==> config.mk <==
export PLATFORM = sky130hd
export DESIGN_NAME = rot_seq
export DESIGN_NICKNAME = d
export VERILOG_FILES = /design/src/rtl/rot_pkg.sv /design/src/rtl/rot_addr_gen.sv /design/src/rtl/rot_seq.sv
export SDC_FILE = /design/constraint.sdc
export NUM_CORES = 2
export LEC_CHECK = 0
export BUFFER_PORTS_ARGS = -buffer_cell sky130_fd_sc_hd__buf_2
export CAP_MARGIN = 20
export CORE_MARGIN = 2
export CORE_UTILIZATION = 50
export CTS_BUF_LIST = sky130_fd_sc_hd__clkbuf_4 sky130_fd_sc_hd__clkbuf_8
export DETAILED_ROUTE_END_ITERATION = 16
export PLACE_DENSITY = 0.68
export SLEW_MARGIN = 30
export SYNTH_ARGS = -nofsm -noshare
export SYNTH_HDL_FRONTEND = slang
export SYNTH_HIERARCHICAL = 1
export SYNTH_SLANG_ARGS = --single-unit
==> constraint.sdc <==
create_clock -name I_HCLK -period 15.4 [get_ports I_HCLK]
set_input_delay 3.08 -clock I_HCLK [delete_from_list [all_inputs] [get_ports I_HCLK]]
set_output_delay 3.08 -clock I_HCLK [all_outputs]
set_load 0.02 [all_outputs]
==> src/rtl/rot_pkg.sv <==
// Shared definitions for the 90-degree tile rotation sequencer.
package rot_pkg;

  typedef enum logic [2:0] {
    ST_IDLE    = 3'd0,
    ST_RD_REQ  = 3'd1,
    ST_RD_WAIT = 3'd2,
    ST_WR_REQ  = 3'd3,
    ST_WR_WAIT = 3'd4,
    ST_NEXT    = 3'd5,
    ST_DONE    = 3'd6
  } state_t;

  localparam logic [2:0] SIZE_WORD = 3'b010;
  localparam logic [4:0] COUNT_ONE = 5'd1;
  localparam int         TILE      = 4;

endpackage

==> src/rtl/rot_addr_gen.sv <==
// Combinational address and buffer-slot generator for the current tile row/column.
module rot_addr_gen
  import rot_pkg::*;
#(
  parameter int DIM_W  = 12,
  parameter int ADDR_W = 32
) (
  input  logic [ADDR_W-1:0] rd_row_i,
  input  logic [ADDR_W-1:0] wr_row_i,
  input  logic [DIM_W-1:0]  h_i,
  input  logic [DIM_W-3:0]  tx_i,
  input  logic [DIM_W-3:0]  ty_i,
  input  logic [1:0]        r_i,
  input  logic              ccw_i,
  output logic [ADDR_W-1:0] rd_addr_o,
  output logic [ADDR_W-1:0] wr_addr_o,
  output logic [31:0]       in_slots_o,
  output logic [31:0]       out_slots_o
);

  localparam logic [ADDR_W-1:0] TILE_A = ADDR_W'(TILE);

  logic [ADDR_W-1:0] tx4_s;
  logic [ADDR_W-1:0] ty4_s;
  logic [ADDR_W-1:0] h_s;

  assign tx4_s = {{(ADDR_W-DIM_W){1'b0}}, tx_i, 2'b00};
  assign ty4_s = {{(ADDR_W-DIM_W){1'b0}}, ty_i, 2'b00};
  assign h_s   = {{(ADDR_W-DIM_W){1'b0}}, h_i};

  assign rd_addr_o = rd_row_i + tx4_s;
  // Clockwise tiles land mirrored vertically in the destination column band.
  assign wr_addr_o = wr_row_i + (ccw_i ? ty4_s : (h_s - TILE_A - ty4_s));

  // Transposed input slots per lane; output buffer is drained in order
  always_comb begin
    in_slots_o  = 32'h0000_0000;
    out_slots_o = 32'h0000_0000;
    for (int b = 0; b < 4; b++) begin
      if (ccw_i) begin
        in_slots_o[b*8 +: 8] = {4'h0, ~2'(b), r_i};
      end else begin
        in_slots_o[b*8 +: 8] = {4'h0, 2'(b), ~r_i};
      end
      out_slots_o[b*8 +: 8] = {4'h0, r_i, 2'(b)};
    end
  end

endmodule

==> src/rtl/rot_seq.sv <==
// Tile sequencer driving a single-word DMA to rotate an 8bpp image by 90 degrees
// in 4x4 tiles; row products are tracked with incrementally updated base registers.
module rot_seq
  import rot_pkg::*;
#(
  parameter int DIM_W  = 12,
  parameter int ADDR_W = 32
) (
  input  logic              I_HCLK,
  input  logic              I_HRESET,
  input  logic              I_GO,
  input  logic [ADDR_W-1:0] I_SRC_ADDR,
  input  logic [ADDR_W-1:0] I_DST_ADDR,
  input  logic [DIM_W-1:0]  I_WIDTH,
  input  logic [DIM_W-1:0]  I_HEIGHT,
  input  logic              I_CCW,
  input  logic              I_DMA_READY,
  output logic              O_START,
  output logic [ADDR_W-1:0] O_ADDR,
  output logic [2:0]        O_SIZE,
  output logic [4:0]        O_COUNT,
  output logic              O_WRITE,
  output logic [7:0]        O_PIXEL_IN_ADDR0,
  output logic [7:0]        O_PIXEL_IN_ADDR1,
  output logic [7:0]        O_PIXEL_IN_ADDR2,
  output logic [7:0]        O_PIXEL_IN_ADDR3,
  output logic [7:0]        O_PIXEL_OUT_ADDR0,
  output logic [7:0]        O_PIXEL_OUT_ADDR1,
  output logic [7:0]        O_PIXEL_OUT_ADDR2,
  output logic [7:0]        O_PIXEL_OUT_ADDR3,
  output logic              O_BUSY,
  output logic              O_DONE,
  output logic              O_ERR
);

  localparam int              TX_W   = DIM_W - 2;
  localparam logic [TX_W-1:0] TX_ONE = {{(TX_W-1){1'b0}}, 1'b1};

  state_t            state_q, state_d;
  logic [DIM_W-1:0]  w_q, w_d, h_q, h_d;
  logic              ccw_q, ccw_d;
  logic [TX_W-1:0]   tx_q, tx_d, ty_q, ty_d;
  logic [1:0]        r_q, r_d;
  logic              seen_low_q, seen_low_d;
  logic [ADDR_W-1:0] rd_tile_q, rd_tile_d, rd_row_q, rd_row_d;
  logic [ADDR_W-1:0] wr_col0_q, wr_col0_d, wr_tile_q, wr_tile_d, wr_row_q, wr_row_d;
  logic [ADDR_W-1:0] addr_q, addr_d;
  logic              start_q, start_d, write_q, write_d;
  logic              busy_q, busy_d, done_q, done_d, err_q, err_d;
  logic [31:0]       pin_q, pin_d, pout_q, pout_d;

  logic [ADDR_W-1:0]  rd_addr_s, wr_addr_s, w_ext_s, h_ext_s, w4_s, h4_s, col0_s;
  logic [31:0]        in_slots_s, out_slots_s;
  logic [2*DIM_W-1:0] ccw_off_s;
  logic               dims_ok_s, tx_last_s, ty_last_s;

  assign w_ext_s = {{(ADDR_W-DIM_W){1'b0}}, w_q};
  assign h_ext_s = {{(ADDR_W-DIM_W){1'b0}}, h_q};
  assign w4_s    = {{(ADDR_W-DIM_W-2){1'b0}}, w_q, 2'b00};
  assign h4_s    = {{(ADDR_W-DIM_W-2){1'b0}}, h_q, 2'b00};

  assign dims_ok_s = (I_WIDTH != {DIM_W{1'b0}}) && (I_WIDTH[1:0] == 2'b00) &&
                     (I_HEIGHT != {DIM_W{1'b0}}) && (I_HEIGHT[1:0] == 2'b00);
  // One-off start column for CCW; the per-row walk itself uses adders only.
  assign ccw_off_s = {{DIM_W{1'b0}}, I_WIDTH - DIM_W'(TILE)} * {{DIM_W{1'b0}}, I_HEIGHT};
  assign col0_s    = I_CCW ? (I_DST_ADDR + {{(ADDR_W-2*DIM_W){1'b0}}, ccw_off_s}) : I_DST_ADDR;
  assign tx_last_s = (tx_q == (w_q[DIM_W-1:2] - TX_ONE));
  assign ty_last_s = (ty_q == (h_q[DIM_W-1:2] - TX_ONE));

  rot_addr_gen #(.DIM_W(DIM_W), .ADDR_W(ADDR_W)) u_addr_gen (
    .rd_row_i   (rd_row_q),
    .wr_row_i   (wr_row_q),
    .h_i        (h_q),
    .tx_i       (tx_q),
    .ty_i       (ty_q),
    .r_i        (r_q),
    .ccw_i      (ccw_q),
    .rd_addr_o  (rd_addr_s),
    .wr_addr_o  (wr_addr_s),
    .in_slots_o (in_slots_s),
    .out_slots_o(out_slots_s)
  );

  // Next-state, counter and output-register logic
  always_comb begin
    state_d = state_q;     w_d = w_q;           h_d = h_q;           ccw_d = ccw_q;
    tx_d = tx_q;           ty_d = ty_q;         r_d = r_q;           seen_low_d = seen_low_q;
    rd_tile_d = rd_tile_q; rd_row_d = rd_row_q; wr_col0_d = wr_col0_q;
    wr_tile_d = wr_tile_q; wr_row_d = wr_row_q; addr_d = addr_q;     write_d = write_q;
    pin_d = pin_q;         pout_d = pout_q;     busy_d = busy_q;
    start_d = 1'b0;        done_d = 1'b0;       err_d = 1'b0;
    case (state_q)
      ST_IDLE: begin
        if (I_GO && dims_ok_s) begin
          w_d = I_WIDTH;      h_d = I_HEIGHT;     ccw_d = I_CCW;
          tx_d = {TX_W{1'b0}}; ty_d = {TX_W{1'b0}}; r_d = 2'd0;
          rd_tile_d = I_SRC_ADDR; rd_row_d = I_SRC_ADDR;
          wr_col0_d = col0_s;     wr_tile_d = col0_s;
          busy_d  = 1'b1;
          state_d = ST_RD_REQ;
        end else if (I_GO) begin
          err_d = 1'b1;
        end else begin
          state_d = ST_IDLE;
        end
      end
      ST_RD_REQ: begin
        if (I_DMA_READY) begin
          start_d = 1'b1; write_d = 1'b0; addr_d = rd_addr_s; pin_d = in_slots_s;
          seen_low_d = 1'b0;
          state_d = ST_RD_WAIT;
        end else begin
          state_d = ST_RD_REQ;
        end
      end
      ST_RD_WAIT: begin
        if (!I_DMA_READY) begin
          seen_low_d = 1'b1;
        end else if (seen_low_q) begin
          seen_low_d = 1'b0;
          if (r_q == 2'd3) begin
            r_d = 2'd0; wr_row_d = wr_tile_q; state_d = ST_WR_REQ;
          end else begin
            r_d = r_q + 2'd1; rd_row_d = rd_row_q + w_ext_s; state_d = ST_RD_REQ;
          end
        end else begin
          state_d = ST_RD_WAIT;
        end
      end
      ST_WR_REQ: begin
        if (I_DMA_READY) begin
          start_d = 1'b1; write_d = 1'b1; addr_d = wr_addr_s; pout_d = out_slots_s;
          seen_low_d = 1'b0;
          state_d = ST_WR_WAIT;
        end else begin
          state_d = ST_WR_REQ;
        end
      end
      ST_WR_WAIT: begin
        if (!I_DMA_READY) begin
          seen_low_d = 1'b1;
        end else if (seen_low_q) begin
          seen_low_d = 1'b0;
          if (r_q == 2'd3) begin
            r_d = 2'd0; state_d = ST_NEXT;
          end else begin
            r_d = r_q + 2'd1; wr_row_d = wr_row_q + h_ext_s; state_d = ST_WR_REQ;
          end
        end else begin
          state_d = ST_WR_WAIT;
        end
      end
      ST_NEXT: begin
        if (tx_last_s) begin
          tx_d = {TX_W{1'b0}}; ty_d = ty_q + TX_ONE;
          rd_tile_d = rd_tile_q + w4_s; rd_row_d = rd_tile_q + w4_s;
          wr_tile_d = wr_col0_q;
          if (ty_last_s) begin
            busy_d = 1'b0; done_d = 1'b1; state_d = ST_DONE;
          end else begin
            state_d = ST_RD_REQ;
          end
        end else begin
          tx_d = tx_q + TX_ONE; rd_row_d = rd_tile_q;
          wr_tile_d = ccw_q ? (wr_tile_q - h4_s) : (wr_tile_q + h4_s);
          state_d = ST_RD_REQ;
        end
      end
      ST_DONE: begin
        state_d = ST_IDLE;
      end
      default: begin
        state_d = ST_IDLE;
      end
    endcase
  end

  // State, counters and registered outputs
  always_ff @(posedge I_HCLK or posedge I_HRESET) begin
    if (I_HRESET) begin
      state_q <= ST_IDLE;  w_q <= {DIM_W{1'b0}}; h_q <= {DIM_W{1'b0}}; ccw_q <= 1'b0;
      tx_q <= {TX_W{1'b0}}; ty_q <= {TX_W{1'b0}}; r_q <= 2'd0; seen_low_q <= 1'b0;
      rd_tile_q <= {ADDR_W{1'b0}}; rd_row_q <= {ADDR_W{1'b0}}; wr_col0_q <= {ADDR_W{1'b0}};
      wr_tile_q <= {ADDR_W{1'b0}}; wr_row_q <= {ADDR_W{1'b0}}; addr_q <= {ADDR_W{1'b0}};
      start_q <= 1'b0; write_q <= 1'b0; pin_q <= 32'h0; pout_q <= 32'h0;
      busy_q <= 1'b0;  done_q <= 1'b0;  err_q <= 1'b0;
    end else begin
      state_q <= state_d;  w_q <= w_d;   h_q <= h_d;   ccw_q <= ccw_d;
      tx_q <= tx_d;        ty_q <= ty_d; r_q <= r_d;   seen_low_q <= seen_low_d;
      rd_tile_q <= rd_tile_d; rd_row_q <= rd_row_d; wr_col0_q <= wr_col0_d;
      wr_tile_q <= wr_tile_d; wr_row_q <= wr_row_d; addr_q <= addr_d;
      start_q <= start_d; write_q <= write_d; pin_q <= pin_d; pout_q <= pout_d;
      busy_q <= busy_d;   done_q <= done_d;   err_q <= err_d;
    end
  end

  assign O_START = start_q;
  assign O_ADDR  = addr_q;
  assign O_SIZE  = SIZE_WORD;
  assign O_COUNT = COUNT_ONE;
  assign O_WRITE = write_q;
  assign O_BUSY  = busy_q;
  assign O_DONE  = done_q;
  assign O_ERR   = err_q;
  assign O_PIXEL_IN_ADDR0  = pin_q[7:0];
  assign O_PIXEL_IN_ADDR1  = pin_q[15:8];
  assign O_PIXEL_IN_ADDR2  = pin_q[23:16];
  assign O_PIXEL_IN_ADDR3  = pin_q[31:24];
  assign O_PIXEL_OUT_ADDR0 = pout_q[7:0];
  assign O_PIXEL_OUT_ADDR1 = pout_q[15:8];
  assign O_PIXEL_OUT_ADDR2 = pout_q[23:16];
  assign O_PIXEL_OUT_ADDR3 = pout_q[31:24];

endmodule

Word level (Yosys, flattened, before mapping)
Index checks and enable logic that the tools add are counted.

storage, ports and cells
  flip-flop bits (word level) = 292
  input bits = 93
  output and inout bits = 109
  word-level logic and storage cells = 159

operators by class
  add/subtract/negate cells = 16
  multiply operators = 1
  equality and inequality tests = 24
  muxes and demuxes = 67
  bitwise operators = 1
  reduce and logical (&&, ||, !) cells = 29

operators by type and width
  kind                                                 number
  two-way mux 32 bit                                   18
  one-hot mux 32 bit (2 select lines)                  4
  adder 32 x 12 -> 32 bit                              3
  one-hot mux 32 bit (3 select lines)                  1
  adder 32 x 14 -> 32 bit                              2
  one-hot mux 10 bit (2 select lines)                  2
  adder 32 x 24 -> 32 bit                              1
  adder 32 bit                                         1
  subtractor 32 x 12 -> 32 bit                         1
  subtractor 32 x 14 -> 32 bit                         1
  two-way mux 10 bit                                   3
  two-way mux 3 bit                                    10
  multiplier 12 x 12 -> 24 bit                         1
  inequality test 2 bit (second input constant)        12
  nonzero test 12 bit                                  2
  adder 10 x 1 -> 10 bit (second input constant)       2
  == test 10 bit                                       2
  subtractor 10 x 1 -> 10 bit (second input constant)  2
  one-hot mux 3 bit (6 select lines)                   1
  two-way mux 4 bit                                    4
  two-way mux 1 bit                                    14
  subtractor 12 x 3 -> 13 bit (second input constant)  1
  two-way mux 2 bit                                    6
  subtractor 12 x 3 -> 12 bit (second input constant)  1
  21 further kinds                                     43

Logic depth before layout (Yosys ltp)
  depth in word-level cells = 7
  depth in mapped cells = 28
  depth with buffers taken out = 25

Modules after synthesis
Netlist, hierarchy kept.

by module, submodules not included
  module        times used  cells each  area each (sq um)  sequential area each (sq um)
  rot_seq       1           2774        24556.1            7807.5
  rot_addr_gen  1           497         3574.7             0.0

Worst setup path after synthesis
OpenSTA, ideal clock, no wires.

  path type = input to register
  from = input I_WIDTH[4]
  to = register wr_tile_q[28]
  library setup time = 0.124 ns
  arrival = 9.161 ns
  required time = 15.276 ns
  path slack = 6.115 ns
  stages on the path = 25
  path buffers = 1
  cells stage by stage = nor4_1 > nand2b_1 > nor3_1 > xor2_1 > clkbuf_1 > and2_1 > fa_1 > inv_1 > fa_1 > inv_1 > fa_1 > fa_1 > inv_1 > fa_1 > inv_1 > ha_1 > and3_1 > a21boi_0 > o211ai_1 > o21ai_0 > o2111ai_1 > a311oi_1 > xnor2_1 > a21oi_1 > a211o_1

on the way
  cells in the longest elaborated chain, start to end = 7
  elaborated cells between the ends (all ways) = 13
  classes of those cells = 2 x add/sub; 1 x mul; 1 x eq/ne; 3 x mux; 6 x reduce/logical

ends and longest elaborated chain
  item                                                             line            source
  from (decl)                                                      rot_seq.sv:14   input logic [DIM_W-1:0] I_WIDTH,
  branches (longest 7 deep; another with adder 32 x 24 -> 32 bit)  --
  to (signal assigned)                                             rot_seq.sv:184  wr_tile_q <= {ADDR_W{1'b0}}; wr_row_q <= {ADDR_W{1'b0}}; addr_q <= {ADDR_W{1'b0}};
  to (signal assigned)                                             rot_seq.sv:191  wr_tile_q <= wr_tile_d; wr_row_q <= wr_row_d; addr_q <= addr_d;
  to (decl)                                                        rot_seq.sv:46   logic [ADDR_W-1:0] wr_col0_q, wr_col0_d, wr_tile_q, wr_tile_d, wr_row_q, wr_row_d;

Several ways; the timed one is not identified. The select of a mux whose other input is x is not followed.
A chain may end at the register's enable or synchronous reset.

Worst setup path in the final report
Ends and elaborated chain as after synthesis.

==> out/qor.txt <==
Max-slew violations - 0
Antenna violations before repair - 5
Synth warn - 6
XOR/XNOR Fraction of Synth Area - 0.06681
Final number of setup-violating endpoints - 0
Number of global-route vias before repair - 24160
Layout cells sized above 1 - 0.1373
Tcrit/Tclk final - 0.6473
CTS tree - yes
Final HPWL DP - 63.71 mm
Ys async rst share - 1.000
Power, Total - 7.211 mW
Main area contributors after synthesis - dfrtp_1, fa_1, ha_1
# IOs - 202
CP Launch Type - primary input
CTS buffer count - 57
Critical path capture point type - flip-flop
Syn Area/Cell - 8.600 um^2
Critical path fanouts, max - 12
Largest family of logic cells by synthesized area - adder cells
Row count - 86
RSZ-0062 raised after global routing - no
Ranking of synthesized cells by instance count - nand2_1, dfrtp_1, inv_1
Setup tns final - 0 ps
Top-count cell post-synth - nand2_1
Worst-Margin Slew - 978.3 ps
Peak supply drop - 0.1363 mV
Req. time, crit path - 15940 ps
Largest net degree at the start of global routing - 108
Status - finished clean
CP arrival - 10510 ps
Clk_lat worst skew - 660 ps
Port buffer count - 193
Final Skew - 36.72 ps
Slew HR - 0.3456
CTS Buffer Depth - 3
Post-synthesis cell count - 3271
Proportion of netlist area held by the largest area contributor - 0.2775
CTS H-Tree Depth - 2
Drt pass-1 iters - 6
Core Footprint - 0.05531 mm^2
First-pass GRT wire length - 131.4 mm
FF/Latch Area - 0.007810 mm^2
Area leader, netlist - dfrtp_1
Gr ovfl total - 0
Post-synthesis compound-gate area fraction - 0.1781
Post-synthesis mux area share - 0.05244
Max-Cap Viols - 0
CTS root buffer - clkbuf_8
Die H - 241.2 um
Via count - 24690
Area Growth Syn to Fin - 9.380%
Initial Utilization - 0.5086
Yosys reg bits - 312
Initial DRC Count - 1823
Mapped cell area - 0.02813 mm^2
Antenna Violating Nets Remaining - 0
Post-CTS Resized - 0
Nets - 3801
Post-synthesis sequential area ratio - 0.2775
Multi-input logic area - 0.01852 mm^2
Minimum clock period - 9969 ps
EDFF count, synth - 0
Setup CP Type - primary input to flip-flop
Pwr Density - 234.3 mW/mm^2
Top_reg_cell synth - dfrtp_1
Synth cell types - 93
Clock transition at the registers of the reported paths - 60 ps
Routability cong. - 0.9728
Clk sink count - 312
Synthesized-area fraction occupied by and/or/nand/nor cells - 0.1728
Final WL - 84.34 mm
Hold Buf Count CTS - 0
Final hold viol count - 0
Static Leakage - 14.92 nW
Synth Area in Adders - 0.1792
Die width - 241.2 um
Overall routing resource usage - 0.2883
WL/cell - 20.17 um
HP Class - flip-flop to flip-flop
Post-CTS Setup Bufs - 0
Fmax - 100.3 MHz
Number of fill cells - 5193
# DRC - 0
Avg Vias per Cell - 5.904
Full die area - 0.05818 mm^2
==> layout make-up <==
type | count | share of cell area
antenna | 3 | 0.0002440
clock buffer | 93 | 0.03835
clock inverter | 13 | 0.004188
inverter | 253 | 0.03111
multi-input combinational | 2532 | 0.6018
sequential | 312 | 0.2538
tap | 748 | 0.03042
timing repair buffer | 228 | 0.04009
==> stage by stage <==
| stage | instances | util | hold WS [ps] | cell area, um^2 | setup WS (ps) |
|---|---|---|---|---|---|
| CTS | 4178 | 0.5555 | 477.1 | 30720 | 5515 |
| detailed placement | 4072 | 0.5318 | 465.2 | 29410 | 4795 |
| global route | 4181 | 0.5563 | 496.8 | 30770 | 4947 |
| floorplan | 3315 | - | 439.5 | 28300 | 3691 |
| global placement | 4072 | 0.5316 | 456.7 | 29400 | 5075 |
| finish | 4182 | 0.5563 | 477.2 | 30770 | 5431 |
==> final timing paths <==
kind | end | slack (ps) | from | cells after the start
worst min-delay path | wr_col0_q[15] | 480 | wr_col0_q[15] | 1
worst max-delay path | wr_tile_q[28] | 5430 | I_WIDTH[4] | 25
max in group asynchronous | ccw_q | 11470 | I_HRESET | 3
worst min register to register | wr_col0_q[15] | 480 | wr_col0_q[15] | 1
min in group asynchronous | O_ADDR[22] | 2550 | I_HRESET | 2
worst max register to register | O_ADDR[31] | 9600 | h_q[5] | 21
==> cells in the final DEF, fill, tap and decap left out, types with 130 or more instances in the layout <==
master and n:
xnor2_1 132, a21oi_1 212, buf_2 193, ha_1 194, nor2_1 244, fa_1 130
dfrtp_1 310, inv_1 252, nand2_1 347, o21ai_0 204
==> kinds of logic after synthesis <==
| family | Yosys count |
|---|---|
| AND/OR/NAND/NOR | 1022 |
| AO/OA/AOI/OAI | 786 |
| buffers and inverters | 471 |
| adder cells (fa/ha/maj) | 325 |
| flip-flops | 312 |
| XOR/XNOR | 213 |
| multiplexers | 138 |
| other | 4 |
==> worst max-delay path, cell delays in order <==
cell	delay (ps)
buf_2	140
nor4_1	570
nand2b_1	160
nor3_1	210
xor2_1	790
and2_1	260
fa_1	420
inv_1	80
fa_1	410
inv_1	80
fa_1	430
fa_1	500
inv_1	50
fa_1	530
inv_1	40
ha_1	370
and3_1	210
a21boi_0	280
o211ai_1	140
o21ai_0	480
o2111ai_1	350
a311oi_1	350
xnor2_1	180
a21oi_1	90
a211o_1	280
==> power breakdown <==
group          switching, mW  internal, mW
sequential             0.430          1.13
combinational           2.80          1.96
clock                  0.376         0.517
total                   3.60          3.61
==> registers in the layout, summed over array words and instances, names as in the netlist, 2 cells and up <==
register   flops
pout_q        32
O_ADDR        32
r_q            2
rd_tile_q     32
wr_tile_q     32
state_q        3
rd_row_q      32
tx_q          10
w_q           12
ty_q          10
wr_row_q      32
h_q           12
pin_q         32
wr_col0_q     32
==> per-layer routing <==
layer	vias up	wire (um)	global-route usage
li1	11460	-	-
met1	12020	35250	0.3780
met2	998	39090	0.4742
met3	206	6770	0.05124
met4	4	3199	0.1115
met5	-	27	0
No activity file was read; power rests on OpenSTA's default activity.
